[config.mk]
export PLATFORM = sky130hd
export DESIGN_NAME = floo_vc_input_fifo_flat
export DESIGN_NICKNAME = d
export VERILOG_FILES = /design/src/rtl/floo_vc_input_fifo_if.sv /design/src/rtl/floo_vc_input_fifo.sv /design/src/flat_wrapper.sv
export SDC_FILE = /design/constraint.sdc
export NUM_CORES = 1
export LEC_CHECK = 0
export ABC_AREA = 1
export CORE_MARGIN = 2
export CORE_UTILIZATION = 40
export CTS_CLUSTER_DIAMETER = 60
export DETAILED_ROUTE_END_ITERATION = 10
export SYNTH_ARGS = -nofsm -noshare
export SYNTH_HDL_FRONTEND = slang
export SYNTH_SLANG_ARGS = --single-unit
[constraint.sdc]
create_clock -name clk_i -period 3 [get_ports clk_i]
set_input_delay 0.6 -clock clk_i [delete_from_list [all_inputs] [get_ports clk_i]]
set_output_delay 0.6 -clock clk_i [all_outputs]
set_load 0.02 [all_outputs]
[src/rtl/floo_vc_input_fifo_if.sv]
// floo_vc_input_fifo_if: per-VC handshake bundle between a spill chain, the VC input FIFOs and downstream logic
interface floo_vc_input_fifo_if #(
    parameter int unsigned NumVirtChannels = 2,
    parameter int unsigned Depth = 4,
    parameter type flit_t = logic,
    parameter int unsigned CntWidth = $clog2(Depth + 1)
);
    logic [NumVirtChannels-1:0] valid_i;
    logic [NumVirtChannels-1:0] ready_o;
    flit_t data_i;
    logic [NumVirtChannels-1:0] valid_o;
    logic [NumVirtChannels-1:0] ready_i;
    flit_t [NumVirtChannels-1:0] data_o;
    logic [NumVirtChannels-1:0][CntWidth-1:0] usage_o;
    logic err_o;
    modport master (
        output valid_i, data_i, ready_i,
        input ready_o, valid_o, data_o, usage_o, err_o
    );
    modport slave (
        input valid_i, data_i, ready_i,
        output ready_o, valid_o, data_o, usage_o, err_o
    );
endinterface

[src/rtl/floo_vc_input_fifo.sv]
// floo_vc_input_fifo: per-VC input FIFOs fed from one shared flit bus
module floo_vc_input_fifo #(
    parameter int unsigned NumVirtChannels = 2,
    parameter int unsigned Depth = 4,
    parameter type flit_t = logic
) (
    input logic clk_i,
    input logic rst_i,
    floo_vc_input_fifo_if.slave bus
);
    localparam int unsigned CntWidth = $clog2(Depth + 1);
    localparam int unsigned PtrWidth = Depth > 1 ? $clog2(Depth) : 1;
    localparam logic [PtrWidth-1:0] LastPtr = PtrWidth'(Depth - 1);
    localparam logic [CntWidth-1:0] Full = CntWidth'(Depth);
    flit_t mem [NumVirtChannels][Depth];
    logic [PtrWidth-1:0] rptr [NumVirtChannels];
    logic [PtrWidth-1:0] wptr [NumVirtChannels];
    logic [CntWidth-1:0] cnt [NumVirtChannels];
    logic [NumVirtChannels-1:0] push_req, push, pop;
    logic multi, err;
    for (genvar v = 0; v < NumVirtChannels; v++) begin : g_vc
        assign bus.ready_o[v] = cnt[v] != Full;
        assign bus.valid_o[v] = cnt[v] != '0;
        assign bus.data_o[v] = mem[v][rptr[v]];
        assign bus.usage_o[v] = cnt[v];
    end
    // The shared bus carries one flit, so only the lowest requesting VC may take it
    assign push_req = bus.valid_i & bus.ready_o;
    assign push = push_req & (~push_req + NumVirtChannels'(1));
    assign multi = |(push_req & (push_req - NumVirtChannels'(1)));
    assign pop = bus.valid_o & bus.ready_i;
    assign bus.err_o = err;
    always_ff @(posedge clk_i) begin
        for (int v = 0; v < NumVirtChannels; v++)
            if (!rst_i && push[v]) mem[v][wptr[v]] <= bus.data_i;
    end
    always_ff @(posedge clk_i) begin
        if (rst_i) begin
            for (int v = 0; v < NumVirtChannels; v++) begin
                rptr[v] <= '0;
                wptr[v] <= '0;
                cnt[v] <= '0;
            end
            err <= 1'b0;
        end else begin
            for (int v = 0; v < NumVirtChannels; v++) begin
                if (push[v]) wptr[v] <= wptr[v] == LastPtr ? '0 : wptr[v] + 1'b1;
                if (pop[v]) rptr[v] <= rptr[v] == LastPtr ? '0 : rptr[v] + 1'b1;
                if (push[v] != pop[v]) cnt[v] <= push[v] ? cnt[v] + 1'b1 : cnt[v] - 1'b1;
            end
            err <= err | multi;
        end
    end
endmodule

[src/flat_wrapper.sv]
// flat-port wrapper written by rule: the top's interface ports become plain ports
module floo_vc_input_fifo_flat 
#(
    parameter int unsigned NumVirtChannels = 2,
    parameter int unsigned Depth = 4,
    parameter type flit_t = logic
)
  (clk_i, rst_i, bus_valid_i, bus_data_i, bus_ready_i, bus_ready_o, bus_valid_o, bus_data_o, bus_usage_o, bus_err_o);
  floo_vc_input_fifo_if #(.NumVirtChannels(NumVirtChannels), .Depth(Depth), .flit_t(flit_t)) bus_i ();
  input logic clk_i;
  input logic rst_i;
  input wire logic [$bits(bus_i.valid_i)-1:0] bus_valid_i;
  input wire logic [$bits(bus_i.data_i)-1:0] bus_data_i;
  input wire logic [$bits(bus_i.ready_i)-1:0] bus_ready_i;
  output wire logic [$bits(bus_i.ready_o)-1:0] bus_ready_o;
  output wire logic [$bits(bus_i.valid_o)-1:0] bus_valid_o;
  output wire logic [$bits(bus_i.data_o)-1:0] bus_data_o;
  output wire logic [$bits(bus_i.usage_o)-1:0] bus_usage_o;
  output wire logic [$bits(bus_i.err_o)-1:0] bus_err_o;
  assign bus_i.valid_i = bus_valid_i;
  assign bus_i.data_i = bus_data_i;
  assign bus_i.ready_i = bus_ready_i;
  assign bus_ready_o = bus_i.ready_o;
  assign bus_valid_o = bus_i.valid_o;
  assign bus_data_o = bus_i.data_o;
  assign bus_usage_o = bus_i.usage_o;
  assign bus_err_o = bus_i.err_o;
  floo_vc_input_fifo #(.NumVirtChannels(NumVirtChannels), .Depth(Depth), .flit_t(flit_t)) u_core (.clk_i(clk_i), .rst_i(rst_i), .bus(bus_i));
endmodule
==> results.json, run 1 <==
{
  "crit_buf_inv": 2,
  "placed_area_mm2": 0.00167,
  "antenna_cells": 0,
  "clk_path_buf_depth": 2,
  "ys_ff_latch": 23,
  "cts_tree": "built",
  "cp.arrival_ps": 1770,
  "r2r_slack_ps": 920,
  "setup_viol": 0,
  "drt-wirelength-per-cell_um": 10.9,
  "routed-wl-met2_um": 1210,
  "fmax_mhz": 421,
  "viasPerCell": 4.55,
  "synthesis.nets": 175,
  "ys_types": 24,
  "cpPeakStageDelay_ps": 630,
  "path_cells": "inv_1, nand2_1, a32oi_1, clkdlybuf4s50_1",
  "timing.rr.start": "u_core.cnt[0][0]",
  "firstDrtPassIters": 4,
  "ys_seq_area_share_pct": 47.8,
  "synth_flop_cell": "edfxtp_1",
  "grt_overflow": 0,
  "vias": 1020,
  "reg2reg_to": "u_core.cnt[0][5]",
  "antenna_found_initial": 0,
  "htree_num_levels": 1,
  "initial_utilization_pct": 42.3,
  "regArea_um2": 681,
  "grt_start_max_net_pins": 13,
  "dp_hpwl_um": 2000,
  "die_area_mm2": 0.00405,
  "synth_enable_flop_cells": 22,
  "cp-end-kind": "output port",
  "clkLatencyLatePin_ps": 320,
  "yosys_warnings": 0,
  "fin_nets": 198,
  "path_class": "register to output port",
  "synth_top_cells_by_count": "37 x nand2_1, 27 x inv_1, 22 x edfxtp_1",
  "rows": 21,
  "design.portCount": 20,
  "port_buffers": 19,
  "period_minus_slack_ps": 2370,
  "die_y_um": 63.6,
  "fill_cells": 346,
  "drive_gt1_share_pct": 16.3,
  "hold_viol": 0,
  "hold_slack_ps": 481,
  "clk_pin_slew_ps": 120,
  "synthesis.instances": 156,
  "synthArstFlopShare_pct": 0,
  "cts_setup_buffers": 0,
  "synth.most_common_cell": "nand2_1",
  "drt_iter0_markers": 14,
  "worst_setup_path_start_kind": "register",
  "maxCapViolations": 0,
  "path_max_fanout": 5,
  "grtUsageTotal_pct": 13.7,
  "cts_buffers": 3,
  "synth_area_leaders": "edfxtp_1 46%, nand2_1 9.8%, ha_1 9.7%",
  "grt_pass1_vias": 1017,
  "met3_length_um": 89,
  "postCtsHoldBufs": 0,
  "synth.top_cell.area_share_pct": 46.4,
  "area_growth_pct": 18.9,
  "top_layer": "met4",
  "powerDensity_mw_per_mm2": 878,
  "core_region_area_mm2": 0.00336,
  "grt_pass1_wl_um": 4300,
  "drc": 0,
  "reg2reg_depth": 12,
  "tightest_slew_ps": 351,
  "place_congestion": 0.813,
  "peakVddDrop_uv": 412,
  "holdPathEnd": "u_core.bus.err_o",
  "setup_tns_ps": 0,
  "multi_input_area_um2": 618,
  "outcome": "finished, final reports clean",
  "rsz0062_at_grt": "false",
  "drv_slew": 0,
  "final.period_utilization_pct": 79.2,
  "cp_top_family": "buffers and inverters",
  "slowest_stage": "clkdlybuf4s50_1",
  "cts_resized": 0,
  "p_leak_nw": 0.757,
  "hold_depth": 2,
  "cts-root-buf": "clkbuf_4",
  "wl_um": 2440,
  "wl_met1_um": 1080,
  "yosys.area.top_type": "edfxtp_1",
  "slew_headroom_pct": 76.6,
  "stdcell_area_mm2": 0.00169,
  "cts_sinks": 23,
  "ant_nets": 0,
  "min_from": "u_core.bus.err_o",
  "crit_required_ps": 2400,
  "hold_class": "register to register",
  "syn_area_per_cell_um2": 9.12,
  "skew_ps": 2.41,
  "die_width_um": 63.6,
  "mappedNetlistArea_mm2": 0.00142
}
metal layers:
metal	GRT usage, %	up-vias
met4	7.34	0
met1	15.5	468
met2	24.5	17
met5	0	-
met3	2.32	5
li1	-	530
state kept, by name, summed over array words and instances (netlist names):
name,cells
u_core.cnt,6
u_core.wptr,4
u_core.rptr,4
u_core.mem,8
u_core.bus.err_o,1
cells in the final DEF (no fill, tap or decap):
cell type        Yosys  final
nand2_1             37     37
inv_1               27     27
edfxtp_1            22     22
clkdlybuf4s50_1      0     19
nor2_1              17     17
ha_1                11     11
nor2_2               6      6
nand2_2              6      6
nand2_4              4      4
a21oi_1              4      4
inv_2                3      3
clkbuf_4             0      3
nor2_4               2      2
a21oi_2              2      2
a32oi_1              2      2
nand3_2              2      2
nand3_1              2      2
or2_0                1      1
nand4_1              1      1
o21ai_1              1      1
inv_4                1      1
o21ai_0              1      1
o21a_1               1      1
fa_1                 1      1
clkbuf_1             0      1
dfxtp_1              1      1
where the power goes:
| part | switching (mW) | internal, mW | leakage, nW |
|---|---|---|---|
| registers | 0.104 | 0.471 | 0.230 |
| clock network | 0.0932 | 0.0521 | 0.0150 |
| logic | 0.447 | 0.318 | 0.512 |
worst min-delay path, stage by stage (launching register included):
cell and delay, ps:
dfxtp_1 360, nand2_1 50, o21ai_0 50
through the flow:
stage	power (mW)	std cells	worst slack [ps]	util (%)
2_1_floorplan	1.09	156	961	-
4_1_cts	1.50	224	610	50.3
3_3_place_gp	1.33	220	582	49.5
6_report	1.49	224	625	50.3
5_1_grt	1.61	224	504	50.3
3_5_place_dp	1.36	220	526	49.5
kinds of logic (layout without fill, tap and decap cells):
group	after synthesis	in the layout	share of synthesized area, %
flops	23	23	47.8
buf+inv	32	54	8.71
simple gates	78	78	27.3
compound gates	11	11	5.10
fa+ha+maj	12	12	11.1
how the worst max path moves through the flow:
| stage | startpoint | end | cells after the start |
|---|---|---|---|
| after global routing | u_core.rptr[0][0] | bus_data_o[0] | 4 |
| after floorplan | u_core.cnt[0][0] | u_core.cnt[0][5] | 12 |
| after CTS | u_core.rptr[0][0] | bus_data_o[0] | 4 |
| after detailed placement | bus_valid_i[1] | u_core.cnt[0][5] | 12 |
| final | u_core.rptr[0][0] | bus_data_o[0] | 4 |
| after global placement | bus_valid_i[1] | u_core.cnt[0][5] | 12 |
layout make-up:
class                           instances  share of cell area, %
Inverter                               31                   7.03
Timing Repair Buffer                   19                   11.2
Multi-Input combinational cell        101                   36.5
Clock buffer                            4                   1.55
Tap cell                               46                   3.40
Sequential cell                        23                   40.2
(Power assumes the default switching activity.)
==> inputs of run 2 (changes only) <==
==> constraint.sdc (replaced) <==
create_clock -name clk_i -period 2 [get_ports clk_i]
set_input_delay 0.4 -clock clk_i [delete_from_list [all_inputs] [get_ports clk_i]]
set_output_delay 0.4 -clock clk_i [all_outputs]
set_load 0.02 [all_outputs]
==> run 2 against run 1 <==
Global-route usage increased by 0.61 points. Die area unchanged. Worst hold slack improved by 8.7 ps. Sequential cell count unchanged. Clock skew increased by 9.8 ps. Final cell count increased by 4.9%. Routed wire length increased by 1.4%. Critical path type is now register to register.
==> results.json, run 2 (synthesized netlist as in run 1, its figures left out) <==
{
  "largest_register_ffs": 8,
  "die_y_um": 63.6,
  "antenna_cells": 0,
  "placed_area_mm2": 0.00173,
  "cp.arrival_ps": 2020,
  "final_core_util_pct": 52.8,
  "slowest_stage": "edfxtp_1",
  "htree_num_levels": 1,
  "cpPeakStageDelay_ps": 460,
  "totalPowerFinal_mw": 2.29,
  "slew_headroom_pct": 82.8,
  "power_switching_mw": 0.983,
  "tightest_slew_ps": 258,
  "period_minus_slack_ps": 1920,
  "final.period_utilization_pct": 95.9,
  "place_congestion": 0.721,
  "drc": 0,
  "fill_cells": 342,
  "fin_nets": 209,
  "wl_um": 2480,
  "clk_path_buf_depth": 2,
  "grt_pass1_vias": 1085,
  "stdcell_area_mm2": 0.00178,
  "cts_buffers": 3,
  "cts-root-buf": "clkbuf_4",
  "antenna_found_initial": 0,
  "grt_start_max_net_pins": 13,
  "die_width_um": 63.6,
  "clkPwrFrac_pct": 9.4,
  "drt-wirelength-per-cell_um": 10.5,
  "path_class": "register to register",
  "p_leak_nw": 0.808,
  "numPlacedInstances": 228,
  "die_area_mm2": 0.00405,
  "outcome": "finished, final reports clean",
  "setup_viol": 0,
  "clk_pin_slew_ps": 130,
  "dp_hpwl_um": 2020,
  "vias": 1049,
  "grtUsageTotal_pct": 14.3,
  "worst_setup_path_start_kind": "register",
  "mostFrequentLayoutCell": "nand2_1",
  "grt_pass1_wl_um": 4510,
  "crit_required_ps": 2100,
  "cts_sinks": 23,
  "drv_slew": 0,
  "pre_cts_slack_ps": -189,
  "path_max_fanout": 6,
  "hold_depth": 2,
  "cp_common_cell": "nand2_1",
  "area_growth_pct": 24.8,
  "rows": 21,
  "hold_class": "register to register",
  "reg2reg_depth": 14,
  "design.portCount": 20,
  "cp-end-kind": "register",
  "drive_gt1_share_pct": 22.8,
  "seq_power_share_pct": 36.7,
  "p_int_mw": 1.31,
  "powerDensity_mw_per_mm2": 1290,
  "hold_viol": 0,
  "core_region_area_mm2": 0.00336,
  "firstDrtPassIters": 4,
  "clkLatencyLatePin_ps": 320,
  "fin_cells": 235,
  "port_buffers": 19,
  "maxCapViolations": 0,
  "skew_ps": 12.2,
  "hold_slack_ps": 490,
  "grt_overflow": 0,
  "fmax_mhz": 522,
  "initial_utilization_pct": 42.3,
  "setup_tns_ps": 0,
  "drt_iter0_markers": 19,
  "peakVddDrop_uv": 592,
  "ant_nets": 0,
  "cts_tree": "built",
  "viasPerCell": 4.46,
  "mostFrequentLayoutCells": "36 x nand2_1, 27 x inv_1, 22 x edfxtp_1, 17 x nor2_1, 13 x clkdlybuf4s50_1",
  "fin_ws_ps": 83.0,
  "p_comb_share_pct": 53.9,
  "path_cells": "nor2_4, nand2_4, nand2_4, nand2_4, buf_4, nand2_1, nand2_1, inv_1, ha_2, inv_1, nand2_1, nand2_1, nand2_2, nor2_4",
  "swShare_pct": 43.0
}
## run 2: area by class of cell
type | count | area (um^2) | area share (%)
clock buffers | 4 | 26.3 | 1.48
multi-input cells | 101 | 627 | 35.3
flip-flops and latches | 23 | 681 | 38.3
well taps | 46 | 57.6 | 3.24
inverters | 31 | 119 | 6.69
repair buffers | 30 | 265 | 14.9
## run 2: what timing repair did
item | CTS | global route
pin swaps | 0 | 1
buffers inserted | 2 | 1
hold buffers | 0 | 0
hold endpoints to repair | 0 | 0
setup endpoints to repair | 6 | 1
gates resized for setup | 6 | 3
## run 2: power by group through the flow
stage	Combinational (mW)	Sequential, mW	Clock, mW
2_1_floorplan	0.708	0.922	0
3_3_place_gp	1.19	0.855	0
3_5_place_dp	1.21	0.865	0
4_1_cts	1.21	0.841	0.225
5_1_grt	1.39	0.865	0.243
6_report	1.23	0.839	0.216
## run 2: path summary, 6_finish.rpt
check	startpoint	endpoint	slack (ps)
max	u_core.cnt[0][0]	u_core.cnt[0][5]	80
min	u_core.bus.err_o	u_core.bus.err_o	490
max reg2reg	u_core.cnt[0][0]	u_core.cnt[0][5]	80
min reg2reg	u_core.bus.err_o	u_core.bus.err_o	490
## run 2: routing by layer
| layer | vias to the layer above | track usage (%) | wire (um) |
|---|---|---|---|
| li1 | 559 | - | - |
| met1 | 468 | 15.8 | 1090 |
| met2 | 17 | 26.2 | 1240 |
| met3 | 5 | 2.32 | 93 |
| met4 | 0 | 7.34 | 53 |
| met5 | - | 0 | 0 |
## run 2: critical path: cells and delay by family (launching register included)
kind | cells | cell delay (ps)
flops | 1 | 460
fa+ha+maj | 1 | 170
buf+inv | 3 | 260
simple gates | 10 | 820
